===== src/rtl/gtxe2_chnl_cpll_seq_if.sv =====
// Control/status bundle between a CPLL power-up sequencer and its user.
// The master side drives start and forwards the raw PLL status lines. The
// slave side is the sequencer, which returns the PLL control pins and status.
interface gtxe2_chnl_cpll_seq_if;
    logic       start;
    logic       cplllock;
    logic       cpllrefclklost;
    logic       cpllpd;
    logic       cpllreset;
    logic       cplllocken;
    logic       done;
    logic       fail;
    logic [3:0] retries;

    modport master (
        output start, cplllock, cpllrefclklost,
        input  cpllpd, cpllreset, cplllocken, done, fail, retries
    );

    modport slave (
        input  start, cplllock, cpllrefclklost,
        output cpllpd, cpllreset, cplllocken, done, fail, retries
    );
endinterface


===== src/rtl/gtxe2_chnl_cpll_seq.sv =====
// GTXE2 channel PLL (CPLL) power-up and lock sequencer.
//
// Sequence: hold CPLLPD, then pulse CPLLRESET, then wait for CPLLLOCK.
// A timeout or a lost reference clock while waiting triggers a retry, up to
// MAX_RETRIES times; after that the block parks in FAIL until start or reset.
// One shared 20-bit down-counter times every state. A state entered with a
// load value N lasts exactly N cycles.
//
// Optional feature macro: GTXE2_CHNL_CPLL_SEQ_AUTORESTART_EN
//   defined   : losing lock while LOCKED restarts from RST with retries cleared
//   undefined : losing lock while LOCKED parks the block in FAIL
module gtxe2_chnl_cpll_seq #(
    parameter int unsigned PD_CYCLES    = 16,
    parameter int unsigned RESET_CYCLES = 8,
    parameter int unsigned LOCK_TIMEOUT = 4096,
    parameter int unsigned MAX_RETRIES  = 3
) (
    input  logic                        clk,
    input  logic                        reset,
    gtxe2_chnl_cpll_seq_if.slave        bus
);

    localparam logic [19:0] PD_LOAD   = 20'(PD_CYCLES);
    localparam logic [19:0] RST_LOAD  = 20'(RESET_CYCLES);
    localparam logic [19:0] LOCK_LOAD = 20'(LOCK_TIMEOUT);
    localparam logic [3:0]  RETRY_MAX = 4'(MAX_RETRIES);

    typedef enum logic [2:0] {
        S_IDLE,
        S_PD,
        S_RST,
        S_WAIT,
        S_LOCKED,
        S_FAIL
    } state_t;

    state_t      state_q, state_d;
    logic [19:0] cnt_q, cnt_d;
    logic [3:0]  retries_q, retries_d;

    // Two-flop synchronizers for the asynchronous PLL status inputs.
    logic        lk_meta_q, lk_meta_d;
    logic        lk_s_q, lk_s_d;
    logic        rl_meta_q, rl_meta_d;
    logic        rl_s_q, rl_s_d;

    // Registered outputs, computed from the next state.
    logic        cpllpd_q, cpllpd_d;
    logic        cpllreset_q, cpllreset_d;
    logic        cplllocken_q, cplllocken_d;
    logic        done_q, done_d;
    logic        fail_q, fail_d;

    // Counter value that marks the final cycle of a timed state.
    logic        cnt_last;
    // Lock is considered lost when the PLL drops lock or the refclk goes away.
    logic        lock_lost;

    // Saturating retry increment: never exceeds MAX_RETRIES, never wraps.
    function automatic logic [3:0] retry_inc(input logic [3:0] r);
        if (r >= RETRY_MAX) begin
            return RETRY_MAX;
        end
        return r + 4'd1;
    endfunction

    // Down-counter step that holds at zero once it gets there.
    function automatic logic [19:0] cnt_dec(input logic [19:0] c);
        if (c == 20'd0) begin
            return 20'd0;
        end
        return c - 20'd1;
    endfunction

    // Synchronizer next values: shift the raw inputs one stage per clock.
    always_comb begin
        lk_meta_d = bus.cplllock;
        lk_s_d    = lk_meta_q;
        rl_meta_d = bus.cpllrefclklost;
        rl_s_d    = rl_meta_q;
    end

    // Next-state, counter, retry and output decode.
    always_comb begin
        state_d   = state_q;
        cnt_d     = cnt_dec(cnt_q);
        retries_d = retries_q;
        cnt_last  = (cnt_q <= 20'd1);
        lock_lost = !lk_s_q || rl_s_q;

        case (state_q)
            S_IDLE: begin
                // Leaving IDLE is handled by the start override below.
                cnt_d = 20'd0;
            end
            S_PD: begin
                if (cnt_last) begin
                    state_d = S_RST;
                    cnt_d   = RST_LOAD;
                end
            end
            S_RST: begin
                if (cnt_last) begin
                    state_d = S_WAIT;
                    cnt_d   = LOCK_LOAD;
                end
            end
            S_WAIT: begin
                if (lk_s_q && !rl_s_q) begin
                    state_d = S_LOCKED;
                    cnt_d   = 20'd0;
                end else if (cnt_last || rl_s_q) begin
                    if (retries_q < RETRY_MAX) begin
                        retries_d = retry_inc(retries_q);
                        state_d   = S_RST;
                        cnt_d     = RST_LOAD;
                    end else begin
                        state_d = S_FAIL;
                        cnt_d   = 20'd0;
                    end
                end
            end
            S_LOCKED: begin
                cnt_d = 20'd0;
                if (lock_lost) begin
`ifdef GTXE2_CHNL_CPLL_SEQ_AUTORESTART_EN
                    retries_d = 4'd0;
                    state_d   = S_RST;
                    cnt_d     = RST_LOAD;
`else
                    state_d   = S_FAIL;
`endif
                end
            end
            S_FAIL: begin
                cnt_d = 20'd0;
            end
            default: begin
                state_d   = S_IDLE;
                cnt_d     = 20'd0;
                retries_d = 4'd0;
            end
        endcase

        // A start request overrides every other transition.
        if (bus.start) begin
            state_d   = S_PD;
            cnt_d     = PD_LOAD;
            retries_d = 4'd0;
        end

        cpllpd_d     = (state_d == S_IDLE) || (state_d == S_PD) || (state_d == S_FAIL);
        cpllreset_d  = (state_d == S_RST);
        cplllocken_d = (state_d == S_WAIT) || (state_d == S_LOCKED);
        fail_d       = (state_d == S_FAIL);
        // done rises one cycle after LOCKED is entered and drops on the same
        // edge that leaves LOCKED.
        done_d       = (state_q == S_LOCKED) && (state_d == S_LOCKED);
    end

    // State, counter, synchronizer and output registers with synchronous reset.
    always_ff @(posedge clk) begin
        if (reset) begin
            state_q      <= S_IDLE;
            cnt_q        <= 20'd0;
            retries_q    <= 4'd0;
            lk_meta_q    <= 1'b0;
            lk_s_q       <= 1'b0;
            rl_meta_q    <= 1'b0;
            rl_s_q       <= 1'b0;
            cpllpd_q     <= 1'b1;
            cpllreset_q  <= 1'b0;
            cplllocken_q <= 1'b0;
            done_q       <= 1'b0;
            fail_q       <= 1'b0;
        end else begin
            state_q      <= state_d;
            cnt_q        <= cnt_d;
            retries_q    <= retries_d;
            lk_meta_q    <= lk_meta_d;
            lk_s_q       <= lk_s_d;
            rl_meta_q    <= rl_meta_d;
            rl_s_q       <= rl_s_d;
            cpllpd_q     <= cpllpd_d;
            cpllreset_q  <= cpllreset_d;
            cplllocken_q <= cplllocken_d;
            done_q       <= done_d;
            fail_q       <= fail_d;
        end
    end

    assign bus.cpllpd     = cpllpd_q;
    assign bus.cpllreset  = cpllreset_q;
    assign bus.cplllocken = cplllocken_q;
    assign bus.done       = done_q;
    assign bus.fail       = fail_q;
    assign bus.retries    = retries_q;

endmodule


===== src/flat_wrapper.sv =====
// flat-port wrapper written by rule: the top's interface ports become plain ports
module gtxe2_chnl_cpll_seq_flat 
#(
    parameter int unsigned PD_CYCLES    = 16,
    parameter int unsigned RESET_CYCLES = 8,
    parameter int unsigned LOCK_TIMEOUT = 4096,
    parameter int unsigned MAX_RETRIES  = 3
)
  (clk, reset, bus_start, bus_cplllock, bus_cpllrefclklost, bus_cpllpd, bus_cpllreset, bus_cplllocken, bus_done, bus_fail, bus_retries);
  gtxe2_chnl_cpll_seq_if bus_i ();
  input  logic clk;
  input  logic reset;
  input wire logic [$bits(bus_i.start)-1:0] bus_start;
  input wire logic [$bits(bus_i.cplllock)-1:0] bus_cplllock;
  input wire logic [$bits(bus_i.cpllrefclklost)-1:0] bus_cpllrefclklost;
  output wire logic [$bits(bus_i.cpllpd)-1:0] bus_cpllpd;
  output wire logic [$bits(bus_i.cpllreset)-1:0] bus_cpllreset;
  output wire logic [$bits(bus_i.cplllocken)-1:0] bus_cplllocken;
  output wire logic [$bits(bus_i.done)-1:0] bus_done;
  output wire logic [$bits(bus_i.fail)-1:0] bus_fail;
  output wire logic [$bits(bus_i.retries)-1:0] bus_retries;
  assign bus_i.start = bus_start;
  assign bus_i.cplllock = bus_cplllock;
  assign bus_i.cpllrefclklost = bus_cpllrefclklost;
  assign bus_cpllpd = bus_i.cpllpd;
  assign bus_cpllreset = bus_i.cpllreset;
  assign bus_cplllocken = bus_i.cplllocken;
  assign bus_done = bus_i.done;
  assign bus_fail = bus_i.fail;
  assign bus_retries = bus_i.retries;
  gtxe2_chnl_cpll_seq #(.PD_CYCLES(PD_CYCLES), .RESET_CYCLES(RESET_CYCLES), .LOCK_TIMEOUT(LOCK_TIMEOUT), .MAX_RETRIES(MAX_RETRIES)) u_core (.clk(clk), .reset(reset), .bus(bus_i));
endmodule

===== config.mk =====
export PLATFORM = sky130hd
export DESIGN_NAME = gtxe2_chnl_cpll_seq_flat
export DESIGN_NICKNAME = d
export VERILOG_FILES = /design/src/rtl/gtxe2_chnl_cpll_seq_if.sv /design/src/rtl/gtxe2_chnl_cpll_seq.sv /design/src/flat_wrapper.sv
export SDC_FILE = /design/constraint.sdc
export NUM_CORES = 1
export LEC_CHECK = 0
export BUFFER_PORTS_ARGS = -buffer_cell sky130_fd_sc_hd__buf_2
export CORE_MARGIN = 10
export CORE_UTILIZATION = 35
export DETAILED_ROUTE_END_ITERATION = 8
export MAX_ROUTING_LAYER = met4
export SLEW_MARGIN = 20
export SYNTH_ARGS = -nofsm -noshare
export SYNTH_HDL_FRONTEND = slang
export SYNTH_SLANG_ARGS = --single-unit

===== constraint.sdc =====
create_clock -name clk -period 6.62 [get_ports clk]
set_clock_uncertainty 0.15 [all_clocks]
set_input_delay 0.993 -clock clk [delete_from_list [all_inputs] [get_ports clk]]
set_output_delay 0.993 -clock clk [all_outputs]
set_load 0.01 [all_outputs]

==> results of run 1 <==
-- cell usage in the layout (no fill, tap or decap), types with 3 or more instances in the layout --
cell      netlist  layout
a21oi_1         8       8
and2_1          4       4
buf_2           2      13
clkbuf_8        0       7
dfxtp_1        36      36
ha_1            3       3
inv_1           4       4
nand2_1         9       9
nand2b_1        5       5
nand3_1         4       4
nor2_1         30      30
nor2b_1         5       5
nor3_1          6       6
nor4_1          8       8
o21ai_0         6       6
or3_1           3       3
xnor2_1         8       8
xor2_1          7       7
-- state kept, by name, summed over array words and instances, names as in the netlist --
signal	cells
u_core.bus.cplllocken	1
u_core.bus.cpllpd	1
u_core.bus.cpllreset	1
u_core.bus.done	1
u_core.bus.fail	1
u_core.bus.retries	4
u_core.cnt_q	20
u_core.lk_meta_q	1
u_core.lk_s_q	1
u_core.rl_meta_q	1
u_core.rl_s_q	1
u_core.state_q	3
-- metal layers --
metal	GRT usage (%)	wire, um	part of all wire, %	vias up
li1	-	-	-	679
met5	-	0	0	-
met4	4.26	55	1.7	0
met1	10.9	1540	48	593
met3	3.86	153	4.7	7
met2	14.5	1480	46	28
-- cells in the mapped netlist, drive strengths merged (4+ instances only) --
cell type   n
dfxtp      36
nor2       30
nand2       9
nor4        9
a21oi       8
xnor2       8
xor2        7
nor3        6
o21ai       6
nand2b      5
nor2b       5
and2        4
inv         4
nand3       4
-- power breakdown --
part           switching (mW)  internal, mW  leakage, nW  total [mW]
Clock                  0.0746        0.0926       0.0503       0.167
Combinational           0.102        0.0777        0.461       0.179
Sequential             0.0147         0.230        0.292       0.245
Total                   0.191         0.401        0.803       0.591
-- worst max-delay path, stage by stage, from the launching register on --
cell and delay (ps):
dfxtp_1 340, or4_1 650, nor4_4 410, nand3_1 200
o211ai_2 250, mux2_2 350
-- stage by stage --
stage	hold slack (ps)	util (%)	worst slack [ps]	cells	instance area (um2)
final	290	41.3	4150	251	1840
after global routing	305	41.3	3930	251	1840
after CTS	292	41.3	4140	251	1840
after detailed placement	276	39.2	4150	244	1740
after global placement	276	39.2	4150	244	1740
after floorplan	264	-	4350	184	1630
-- area by class of cell --
cell class              count  area (um2)  share of cell area (%)
flip-flops and latches     36         721                    39.2
repair buffers             13        65.1                    3.54
multi-input cells         139         875                    47.6
clock buffers               7        96.3                    5.25
inverters                   4        15.0                   0.817
well taps                  52        65.1                    3.54
-- cells by family (layout without fill, tap and decap cells) --
kind of cell / count (synthesis) / in the layout / synth area share (%)
AO/OA/AOI/OAI: 28 / 28 / 11.5
adder cells (fa/ha/maj): 3 / 3 / 2.30
flip-flops: 36 / 36 / 44.2
buffers and inverters: 9 / 24 / 2.22
AND/OR/NAND/NOR: 89 / 89 / 29.1
multiplexers: 4 / 4 / 2.61
XOR/XNOR: 15 / 15 / 8.05
-- worst max-delay path by stage --
| stage | from | to | cells after the start |
|---|---|---|---|
| 3_5_place_dp | reset | u_core.cnt_q[2] | 6 |
| 5_1_grt | u_core.cnt_q[12] | u_core.cnt_q[2] | 5 |
| 2_1_floorplan | u_core.cnt_q[12] | u_core.bus.cplllocken | 6 |
| 6_report | u_core.cnt_q[12] | u_core.bus.cplllocken | 5 |
| 4_1_cts | u_core.cnt_q[12] | u_core.cnt_q[2] | 5 |
| 3_3_place_gp | bus_start | u_core.cnt_q[10] | 6 |
==> qor.csv, run 1 <==
stage,metric,value,unit
status,outcome,"complete, no violations",
hold_path,holdPathStages,1,
grt,grt_pass1_wl,5690,um
timing,max_freq,405,MHz
die,die_y,88.3,um
timing,finalSetupTns,0,ps
worst_setup_path,critPathRequiredTime,6650,ps
grt,grt_max_degree,18,
yosys,syn_inst,184,
finish,nets,207,
worst_setup_path,reg2reg_to,u_core.bus.cplllocken,
yosys,postSynthAreaPerCell,8.87,um2
die,row_count,24,
timing,worst_pin_slew,758,ps
worst_setup_path,cp.arrival,2500,ps
timing,max-slew-margin-rel,49.0,%
clock_tree,cts_buffers,5,
route,dr.pass1.iters,4,
finish,fillers,456,
route,vias,1307,
timing,slew_viol_final,0,
yosys,synth.area.top_cells,"dfxtp_1, nor2_1, xnor2_1",
yosys,synthFlopType,dfxtp_1,
timing,fin_crit,2470,ps
hold_path,hold_end,u_core.lk_s_q,
yosys,netlist_area,1630,um2
power_and_ir_drop,p_per_area,322,nW/um2
timing,post-route-period-util,37.3,%
power_and_ir_drop,finalPower,591,uW
clock_tree,cts_buffer_depth,2,
worst_setup_path,ff2ff_path_depth,5,
finish,diodes,0,
worst_setup_path,end_kind,register,
grt,grt_overflow,0,
hold_path,hp-class,reg -> reg,
yosys,synth-seq-area-share,44.2,%
worst_setup_path,cp_max_fo,6,
grt,grt_pass1_vias,1296,
die,boundaryPins,14,
grt,grtUsageTotal,9.56,%
yosys,yosysWarnings,0,
worst_setup_path,start_kind,register,
finish,area_growth,12.6,%
worst_setup_path,critical_path_class,reg -> reg,
die,die_x,88.3,um
grt,antenna_found_initial,0,
route,drt-total-wl,3230,um
route,post_drt_wl_per_cell,12.9,um
route,via_per_inst,5.21,
finish,drive_gt1_share,13.6,%
clock_tree,cts_htree_levels,2,
clock_tree,ctsHoldBuffers,0,
flow_run,max_cap_violations,0,
yosys,synth.distinct_cells,42,
clock_tree,clock_latency,290,ps
worst_setup_path,regToRegSetupSlack,4150,ps
place,hpwl,2360,um
hold_path,hp-start,u_core.lk_meta_q,
place,portBuffers,13,
yosys,synth_edf_count,0,
yosys,synth_area_leader_cell,dfxtp_1,
yosys,syn_nets,192,
yosys,async_flop_share,0,%
timing,rsz0062_at_grt,false,
die,dieArea,7790,um2
timing,setup_viol,0,
clock_tree,cts_setup_buffers,0,
route,route.detailed.drc,0,
power_and_ir_drop,peakVddDrop,129,uV
route,drtAntennaViolNets,0,
die,initial_core_util,36.7,%
yosys,synth-seq-cells,36,
route,drt-initial-drc-count,60,
yosys,synth_top_cell_area_share,44.2,%
clock_tree,cts.sinks,36,
power_and_ir_drop,p_leak,0.803,nW
clock_tree,cts_root_buf,clkbuf_8,
clock_tree,cts-resized-gates,0,
place,gp_congestion,0.858,
timing,hold_viol,0,
die,coreArea,4440,um2
worst_setup_path,r2r-start,u_core.cnt_q[12],
clock_tree,cts_tree,yes,
clock_tree,path_clk_slew,70,ps
Power figures use the tool's default switching activity.
==> run 2, diff against run 1 <==
Clock period 6.62 ns to 2.15 ns, I/O delays scaled along.
==> qor.csv, run 2 (same netlist as run 1, synthesis figures left out) <==
stage,metric,value,unit
grt,grt_overflow,0,
power_and_ir_drop,p_leak,0.918,nW
die,die_y,88.3,um
die,die_x,88.3,um
worst_setup_path,cp.arrival,2110,ps
route,route.detailed.drc,0,
worst_setup_path,critPathRequiredTime,2180,ps
place,gp_congestion,0.811,
finish,final_common_cell,dfxtp_1,
worst_setup_path,crit_chain,or4_4 -> nor4_4 -> buf_4 -> nand3_2 -> o211ai_2 -> mux2_4,
die,row_count,24,
worst_setup_path,cp_max_fo,6,
timing,max_freq,479,MHz
timing,max-slew-margin-rel,75.0,%
route,drt-total-wl,3480,um
clock_tree,cts.sinks,36,
timing,whs,94.1,ps
clock_tree,cts_tree,yes,
timing,fin_crit,2090,ps
flow_run,max_cap_violations,0,
finish,regMostFlops,u_core.cnt_q,
finish,diodes,0,
status,outcome,"complete, no violations",
finish,drive_gt1_share,26.6,%
route,via_per_inst,5.06,
power_and_ir_drop,p_per_area,947,nW/um2
timing,finalSetupTns,0,ps
route,drt-initial-drc-count,58,
power_and_ir_drop,finalPower,1.94,mW
grt,antenna_found_initial,0,
worst_setup_path,worst_path_max_delay_cell,or4_4,
grt,grt_pass1_wl,6140,um
timing,hold_viol,0,
timing,setup_slack,63.2,ps
clock_tree,cts_htree_levels,2,
route,post_drt_wl_per_cell,12.7,um
worst_setup_path,max_stage_delay,540,ps
finish,final_cell_mix,"dfxtp_1, nor2_1, buf_4",
route,dr.pass1.iters,4,
clock_tree,ctsHoldBuffers,0,
hold_path,hp-class,in -> reg,
die,coreArea,4440,um2
route,vias,1387,
die,initial_core_util,36.7,%
timing,worst_pin_slew,371,ps
worst_setup_path,critical_path_class,reg -> reg,
clock_tree,cts_buffers,5,
clock_tree,cts_buffer_depth,2,
timing,rsz0062_at_grt,true,
finish,final_util,46.2,%
die,dieArea,7790,um2
finish,nets,229,
grt,grt_pass1_vias,1372,
grt,grtUsageTotal,10.2,%
place,dp_slack,-32.4,ps
grt,grt_max_degree,12,
worst_setup_path,cpLargestDelayFamily,simple AND/OR/NAND/NOR gates,
worst_setup_path,end_kind,register,
worst_setup_path,start_kind,register,
die,boundaryPins,14,
place,hpwl,2580,um
worst_setup_path,cp_num_buf_inv,1,
finish,area_growth,25.8,%
route,drtAntennaViolNets,0,
timing,slew_viol_final,0,
clock_tree,cts_root_buf,clkbuf_8,
power_and_ir_drop,peakVddDrop,483,uV
timing,setup_viol,0,
clock_tree,clock_latency,290,ps
place,portBuffers,13,
timing,post-route-period-util,97.1,%
finish,largest_reg_flops,20,
clock_tree,path_clk_slew,70,ps
-- run 2: changes by cell type in the layout (fill, tap and decap cells not counted), moves of 2 or more --
cell      change
buf_4        +21
clkbuf_1      +2
dfxtp_1       -2
nor2_1        -2
nor2_2        +2
nor4_1        -2
nor4_2        +2
-- run 2: repair_timing --
action | CTS | global route
pin swaps | 0 | 8
buffers inserted | 0 | 1
endpoints found under the setup margin | 1 | 24
resized for setup | 2 | 10
-- run 2: final cells by class --
type / count / area (um2)
clock buffer: 8 / 90.1
fill: 440 / 2390
inverter: 4 / 15.0
multi-input combinational: 139 / 922
sequential: 36 / 726
tap: 52 / 65.1
timing repair buffer: 35 / 234
-- run 2: final timing paths --
path                                         start               endpoint  slack, ps  cells past startpoint
worst max-delay path              u_core.cnt_q[14]  u_core.bus.cplllocken         60                      6
worst min-delay path            bus_cpllrefclklost       u_core.rl_meta_q         90                      2
worst max register to register    u_core.cnt_q[14]  u_core.bus.cplllocken         60                      6
worst min register to register    u_core.rl_meta_q          u_core.rl_s_q        290                      1
-- run 2: metal layers --
layer  vias to the layer above  part of all wire (%)  track usage, %
met3                         8                   3.3            2.94
met4                         0                   1.8            4.85
li1                        723                     -               -
met2                        26                    44            15.0
met1                       630                    51            12.6
met5                         -                     0               -
-- run 2: power breakdown --
group          internal, mW  leakage [nW]  switching [mW]  total [mW]
combinational         0.344         0.579           0.360       0.703
clock                 0.261        0.0455           0.231       0.492
sequential            0.709         0.293          0.0381       0.747
total                  1.31         0.918           0.628        1.94
-- run 2: per-stage QoR --
| stage | std cells | cell area (um2) |
|---|---|---|
| after global routing | 274 | 2050 |
| after CTS | 273 | 2010 |
| after floorplan | 184 | 1650 |
| after global placement | 265 | 1910 |
| final | 274 | 2050 |
| after detailed placement | 265 | 1910 |
